--- src/rtl/gray_ctr_pkg.sv ---
// Shared types and helpers for the up/down Gray counter.
// bin2gray works on a wide vector; callers size-cast the result to their width.
package gray_ctr_pkg;

  typedef enum logic {DIR_DOWN, DIR_UP} dir_e;

  localparam bit MODE_WRAP = 1'b0;
  localparam bit MODE_SAT  = 1'b1;

  localparam int GRAY_MAXW = 64;

  function automatic logic [GRAY_MAXW-1:0] bin2gray(input logic [GRAY_MAXW-1:0] b);
    return b ^ (b >> 1);
  endfunction

endpackage

--- src/rtl/gray_ctr_updown_gray_to_bin.sv ---
// Combinational Gray-to-binary decode: each binary bit is the XOR of all
// Gray bits at or above its position.
module gray_to_bin #(
  parameter int WIDTH = 5
) (
  input  logic [WIDTH-1:0] gray,
  output logic [WIDTH-1:0] bin
);

  for (genvar i = 0; i < WIDTH; i++) begin : g_bit
    assign bin[i] = ^gray[WIDTH-1:i];
  end

endmodule

--- src/rtl/gray_ctr_updown.sv ---
// Up/down Gray counter with clear, Gray-coded load and wrap/saturate mode.
// q_gray comes straight from its own flop so it is safe to sample across clock domains.
module gray_ctr_updown
  import gray_ctr_pkg::*;
#(
  parameter int              WIDTH     = 5,
  parameter bit              SATURATE  = 1'b0,
  parameter logic [WIDTH-1:0] RESET_VAL = '0
) (
  input  logic             clk,
  input  logic             reset_n,
  input  logic             clr,
  input  logic             ld,
  input  logic [WIDTH-1:0] ld_val,
  input  logic             en,
  input  logic             up,
  output logic [WIDTH-1:0] q_gray,
  output logic [WIDTH-1:0] q_bin,
  output logic             wrap,
  output logic             at_max,
  output logic             at_min
);

  localparam logic [WIDTH-1:0] MAX_VAL    = {WIDTH{1'b1}};
  localparam logic [WIDTH-1:0] ONE        = WIDTH'(1);
  localparam logic [WIDTH-1:0] RESET_GRAY = WIDTH'(bin2gray(GRAY_MAXW'(RESET_VAL)));
  localparam bit               SAT_MODE   = (SATURATE == MODE_SAT);

  logic [WIDTH-1:0] ld_bin;
  logic [WIDTH-1:0] next_bin;
  logic [WIDTH-1:0] next_gray;
  logic             next_wrap;
  dir_e             dir;

  gray_to_bin #(.WIDTH(WIDTH)) u_ld_dec (
    .gray (ld_val),
    .bin  (ld_bin)
  );

  assign dir = up ? DIR_UP : DIR_DOWN;

  always_comb begin
    next_bin  = q_bin;
    next_wrap = 1'b0;
    if (clr) begin
      next_bin = RESET_VAL;
    end else if (ld) begin
      next_bin = ld_bin;
    end else if (en) begin
      if (dir == DIR_UP) begin
        if (q_bin == MAX_VAL) begin
          // Saturating mode simply keeps the current value at the end stop.
          if (!SAT_MODE) begin
            next_bin  = '0;
            next_wrap = 1'b1;
          end
        end else begin
          next_bin = q_bin + ONE;
        end
      end else begin
        if (q_bin == '0) begin
          if (!SAT_MODE) begin
            next_bin  = MAX_VAL;
            next_wrap = 1'b1;
          end
        end else begin
          next_bin = q_bin - ONE;
        end
      end
    end
  end

  assign next_gray = WIDTH'(bin2gray(GRAY_MAXW'(next_bin)));

  always_ff @(posedge clk or negedge reset_n) begin
    if (!reset_n) begin
      q_bin  <= RESET_VAL;
      q_gray <= RESET_GRAY;
      wrap   <= 1'b0;
    end else begin
      q_bin  <= next_bin;
      q_gray <= next_gray;
      wrap   <= next_wrap;
    end
  end

  assign at_max = (q_bin == MAX_VAL);
  assign at_min = (q_bin == '0);

endmodule

--- config.mk ---
export PLATFORM = sky130hd
export DESIGN_NAME = gray_ctr_updown
export DESIGN_NICKNAME = d
export VERILOG_FILES = /design/src/rtl/gray_ctr_pkg.sv /design/src/rtl/gray_ctr_updown_gray_to_bin.sv /design/src/rtl/gray_ctr_updown.sv
export SDC_FILE = /design/constraint.sdc
export NUM_CORES = 1
export LEC_CHECK = 0
export BUFFER_PORTS_ARGS = -buffer_cell sky130_fd_sc_hd__clkbuf_2
export CAP_MARGIN = 20
export CORE_MARGIN = 8
export CORE_UTILIZATION = 45
export CTS_CLUSTER_DIAMETER = 100
export CTS_CLUSTER_SIZE = 12
export DETAILED_ROUTE_END_ITERATION = 12
export HOLD_SLACK_MARGIN = 0.08
export PLACE_DENSITY = 0.72
export SLEW_MARGIN = 20
export SYNTH_ARGS = -nofsm -noshare
export SYNTH_HDL_FRONTEND = slang
export SYNTH_HIERARCHICAL = 1
export SYNTH_SLANG_ARGS = --single-unit
export TNS_END_PERCENT = 10
--- constraint.sdc ---
create_clock -name clk -period 5.3 [get_ports clk]
set_input_delay 0.795 -clock clk [delete_from_list [all_inputs] [get_ports clk]]
set_output_delay 0.795 -clock clk [all_outputs]
set_load 0.02 [all_outputs]
# Word level (Yosys, flattened, before mapping)
# Index checks and enable logic that the tools add are counted.
# word_totals
out_inout_bits	13
input_bits	11
word_cells	25
reg_bits	11
# op_classes
mux	13
addsub	2
reduce_logical	5
n_bitwise	1
eq_ne	1
# op_table
operator	count
$mux W5	6
$mux W1	7
$add A5 B1 Y5 const B	1
$eq A5 B5 Y1 const B	1
$logic_not A5 Y1	1
$reduce_xor A5 Y1	1
$sub A5 B1 Y5 const B	1
$xor A5 B4 Y5	1
$reduce_xor A4 Y1	1
$reduce_xor A3 Y1	1
$reduce_xor A2 Y1	1

# Depth between registers and ports, before layout
# logic_depth
ltp_word	7
depth_mapped	8
ltp_nobuf	8

# By module
# The synthesis kept the hierarchy.
# by_module_without_submodules
mod	area_each_um2	cells_each	instances	seq_area_each_um2
gray_ctr_updown	678.2	73	1	250.2
gray_to_bin	72.6	6	1	0.0

# Worst setup path before layout
# OpenSTA, ideal clock, no wires.
# synth_timing
path_kind	register to register
start	register q_bin[0]
end	register q_gray[0]
period_less_slack_ns	2.295
arrival_ns	2.215
n_path_buf	0
path_stages_with_launch	9
setup_time_ns	0.079
slack_ns	3.005
required_time_ns	5.221
cell_sequence	dfrtp_1 ha_1 and3_2 ha_1 a21boi_1 a21boi_2 o31ai_1 a221oi_2 xor2_1
# synth_via
elab_chain_cells	7
word_cells_on_any_way	11
classes_between	2 x add/sub; 1 x eq/ne; 6 x mux; 1 x bitwise; 1 x reduce/logical
# synth_lines
element	line_no	text
from (decl)	gray_ctr_updown.sv:18	output logic [WIDTH-1:0] q_bin,
from (signal assigned)	gray_ctr_updown.sv:81	q_bin <= next_bin;
$eq A5 B5 Y1	n/a	
via at_max	gray_ctr_updown.sv:20	output logic at_max,
$mux W5	gray_ctr_updown.sv:51	if (q_bin == MAX_VAL) begin
$mux W5	gray_ctr_updown.sv:50	if (dir == DIR_UP) begin
$mux W5	gray_ctr_updown.sv:49	end else if (en) begin
$mux W5	gray_ctr_updown.sv:47	end else if (ld) begin
$mux W5	gray_ctr_updown.sv:45	if (clr) begin
via next_bin[1]	gray_ctr_updown.sv:30	logic [WIDTH-1:0] next_bin;
$xor A5 B4 Y5	gray_ctr_pkg.sv:13	return b ^ (b >> 1);
via next_gray[0]	gray_ctr_updown.sv:31	logic [WIDTH-1:0] next_gray;
to (signal assigned)	gray_ctr_updown.sv:82	q_gray <= next_gray;
to (decl)	gray_ctr_updown.sv:17	output logic [WIDTH-1:0] q_gray,
# The timed path passes the listed nets, and every way through them passes these cells.

# Worst setup path after layout
# layout_timing
start	register q_bin[0]
end	output port at_min
# layout_via
elab_chain_cells	1
# layout_lines
element	line_no	text
$logic_not A5 Y1	gray_ctr_updown.sv:88	assign at_min = (q_bin == '0);
to (decl)	gray_ctr_updown.sv:21	output logic at_min
# No other way between the ends.

==> impl_table.tex <==
\begin{tabular}{lr}
\hline
Metric & Value \\
\hline
\multicolumn{2}{l}{\textbf{Finish}} \\
Proportion of layout cells with a drive suffix above 1 & 0.343 \\
Final non-filler cell area & 898 sq um \\
Net total in the final layout & 117 \\
Area taken by flip-flops and latches & $\sim$250 sq um \\
Fill cell total of the finished layout & approximately 140 \\
Area growth, synth to finish & 19.7\% \\
Number of diodes & 0 \\
Multi-input logic area & 439 sq um \\
\multicolumn{2}{l}{\textbf{Synth}} \\
Synth Net Count & 93 \\
Proportion of register bits with asynchronous set or reset after synthesis & 1.00 \\
Count of synthesis-stage warnings from yosys & 6 \\
Distinct cell type count after synthesis & 33 \\
Syn\_area\_per\_cell & 9.50 sq um \\
Number of synthesized flops with an enable pin & 0 \\
Primary FF master, synth & dfrtp\_1 \\
Post-synthesis instance area & 751 sq um \\
Number of storage elements in the synthesis netlist & 10 \\
Synth cell count leaders & 10 x dfrtp\_1, 10 x inv\_1, 6 x a21oi\_1, 6 x nand2\_1 \\
Cell types with the largest area share after synthesis & dfrtp\_1 33\%, ha\_1 5.0\%, inv\_1 5.0\% \\
Instance count of the mapped netlist & 79 \\
Cell type with the largest total area after synthesis & dfrtp\_1 \\
Sequential area share after synthesis & 0.333 \\
Yosys top cell area share & 0.333 \\
\multicolumn{2}{l}{\textbf{STA}} \\
Actual transition at the worst max-transition pin & 381 ps \\
Upper clock frequency limit & 408 MHz \\
Total negative setup slack & 0 ps \\
Pins over their slew limit & 0 \\
Worst Hold Slack & between 300 and 400 ps \\
Post-route setup slack & 2850 ps \\
Worst Skew & 6.49 ps \\
Final hold violation count & 0 \\
Max-slew headroom & 0.745 \\
Setup repair after global routing missed its margin & false \\
Clock period minus final worst setup slack & 2450 ps \\
Setup violators final & 0 \\
Post-route clock period utilization & 0.463 \\
\multicolumn{2}{l}{\textbf{Clock tree}} \\
Number of H-tree branching levels & 1 \\
Number of hold buffers added after cts & 0 \\
Clk pin slew, worst setup/hold paths & 80 ps \\
CTS tree & done \\
Clk Latency, worst-skew pair & 280 ps \\
Sinks on the clock net & 10 \\
Root buf cell & clkbuf\_4 \\
Total CTS buffers & 3 \\
Number of buffers inserted by post-CTS setup repair & 0 \\
Number of buffers between clock root and the deepest sink & 2 \\
Resized Gates After CTS & 0 \\
\multicolumn{2}{l}{\textbf{Placement}} \\
Final HPWL DP & 1350 um \\
Final weighted congestion in routability-driven placement & 0.856 \\
Pre-CTS worst setup slack & between 3000 and 4000 ps \\
Quantity of I/O buffers inserted on ports & 23 \\
Instance area at placement & 862 sq um \\
\multicolumn{2}{l}{\textbf{Routing}} \\
DRC & 0 \\
WL per Instance & 14.5 um \\
Total routed wirelength & 1710 um \\
Length of the first detailed-routing pass in iterations & 4 \\
Number of DRC markers in iteration 0 & 22 \\
Vias per std cell & 5.50 \\
Via count & 649 \\
Final antenna-violating net count & 0 \\
\multicolumn{2}{l}{\textbf{Flow run}} \\
Max\_cap viols & 0 \\
\multicolumn{2}{l}{\textbf{GRT}} \\
Global-route usage over all layers & 0.111 \\
Via count of the first global-routing pass & 700 \\
Initial antenna violation count & 0 \\
Pin count of the biggest net entering global routing & 15 \\
Wire length of the first global-routing pass & between 2000 and 3000 um \\
Overflow left after global routing & 0 \\
\multicolumn{2}{l}{\textbf{Setup path}} \\
Kind of launch point of the worst setup path & register \\
Maximum net fanout on the critical path & 8 \\
Critical path endpoint category & output port \\
Required @ worst endpoint & 4510 ps \\
Kind of critical path & register to output port \\
Data arrival time of the critical path & roughly 1700 ps \\
R2R depth & 8 \\
Worst R2R Setup Slack & 2920 ps \\
\multicolumn{2}{l}{\textbf{Pwr}} \\
Leak pwr & $\sim$0.46 nW \\
Proportion of power drawn by flip-flops and latches & 0.373 \\
PD cells & around 290 nW/um\^{}2 \\
Logic pwr share & 0.348 \\
Sw Ratio & 0.366 \\
Total power & 260 uW \\
P\_int & 165 uW \\
Switching pwr & 95.1 uW \\
Proportion of power drawn by the clock network & 0.279 \\
Max rail drop VDD & approximately 0.20 mV \\
\multicolumn{2}{l}{\textbf{Floorplanning}} \\
Die H & roughly 57 um \\
Floorplan core area & 1540 sq um \\
Die area & 3230 sq um \\
Number of top-level pins & 24 \\
Std cell rows & 14 \\
Initial Util & 0.487 \\
Die width & 56.8 um \\
\multicolumn{2}{l}{\textbf{Min path}} \\
Hold Path Class & primary input to async pin \\
\multicolumn{2}{l}{\textbf{Outcome}} \\
Status & complete, no violations \\
\hline
\end{tabular}
==> cells by family (layout without fill, tap and decap cells) <==
kind of cell	count (synthesis)	in the layout	share of synthesized area
adders and majority gates	3	3	0.0500
buffers and inverters	14	37	0.0817
xor gates and xnor gates	9	9	0.133
AOI/OAI and AO/OA	22	22	0.228
DFF	10	10	0.333
muxes	1	1	0.0133
and+or+nand+nor	20	20	0.160
==> power by group through the flow <==
| stage | logic [mW] | clock network, mW | registers [mW] |
|---|---|---|---|
| detailed placement | 0.0906 | 0 | 0.0983 |
| CTS | 0.0916 | 0.0728 | 0.0966 |
| global route | 0.0992 | 0.0785 | 0.0985 |
| global placement | 0.0905 | 0 | 0.0979 |
| floorplan | 0.0508 | 0 | 0.110 |
| finish | 0.0903 | 0.0725 | 0.0968 |
==> placed cells by master, fill, tap and decap left out, types with 2 or more instances in the layout <==
cell	Yosys	layout
a21oi_1	6	6
a221oi_2	2	2
a31oi_1	2	2
clkbuf_2	0	23
clkbuf_4	0	3
dfrtp_1	10	10
ha_1	3	3
inv_1	10	10
nand2_1	6	6
nand3_1	2	2
nor2_1	4	4
o21ai_0	3	3
o31ai_1	3	3
xnor2_1	4	4
xor2_1	3	3
==> metrics by stage <==
stage / std cells / util
after floorplan: 79 / -
after CTS: 118 / 0.583
final: 118 / 0.583
after detailed placement: 114 / 0.559
after global placement: 114 / 0.559
after global routing: 118 / 0.583
==> final cells by class <==
cell class | instances | share of cell area
well taps | 16 | 0.0223
inverters | 10 | 0.0418
multi-input cells | 55 | 0.489
flip-flops and latches | 10 | 0.279
repair buffers | 23 | 0.128
clock buffers | 4 | 0.0404
==> worst paths after layout <==
kind / from / endpoint
worst max-delay path: q_bin[0]$_DFF_PN0_ / at_min
worst min-delay path: reset_n / q_bin[4]$_DFF_PN0_
worst max register to register: q_bin[0]$_DFF_PN0_ / q_gray[0]$_DFF_PN0_
worst min register to register: q_bin[4]$_DFF_PN0_ / q_bin[4]$_DFF_PN0_
max in group asynchronous: reset_n / q_gray[0]$_DFF_PN0_
min in group clk: q_bin[4]$_DFF_PN0_ / q_bin[4]$_DFF_PN0_
==> worst max-delay path, cell delays in order (launching register included) <==
cell      delay, ps
dfrtp_1         460
inv_1            90
ha_1            220
nor4b_4         370
clkbuf_2        240
==> flip-flops by register name, indices dropped and copies added, names as in the netlist <==
name / cells
wrap: 1
q_gray: 4
q_bin: 5
==> layer usage <==
metal,track usage,up-vias,share of wire
met5,0,-,0
met4,0.0705,0,0.018
met3,0.0427,4,0.069
met2,0.169,25,0.48
met1,0.125,303,0.43
li1,-,317,-
Power figures use the tool's default switching activity.
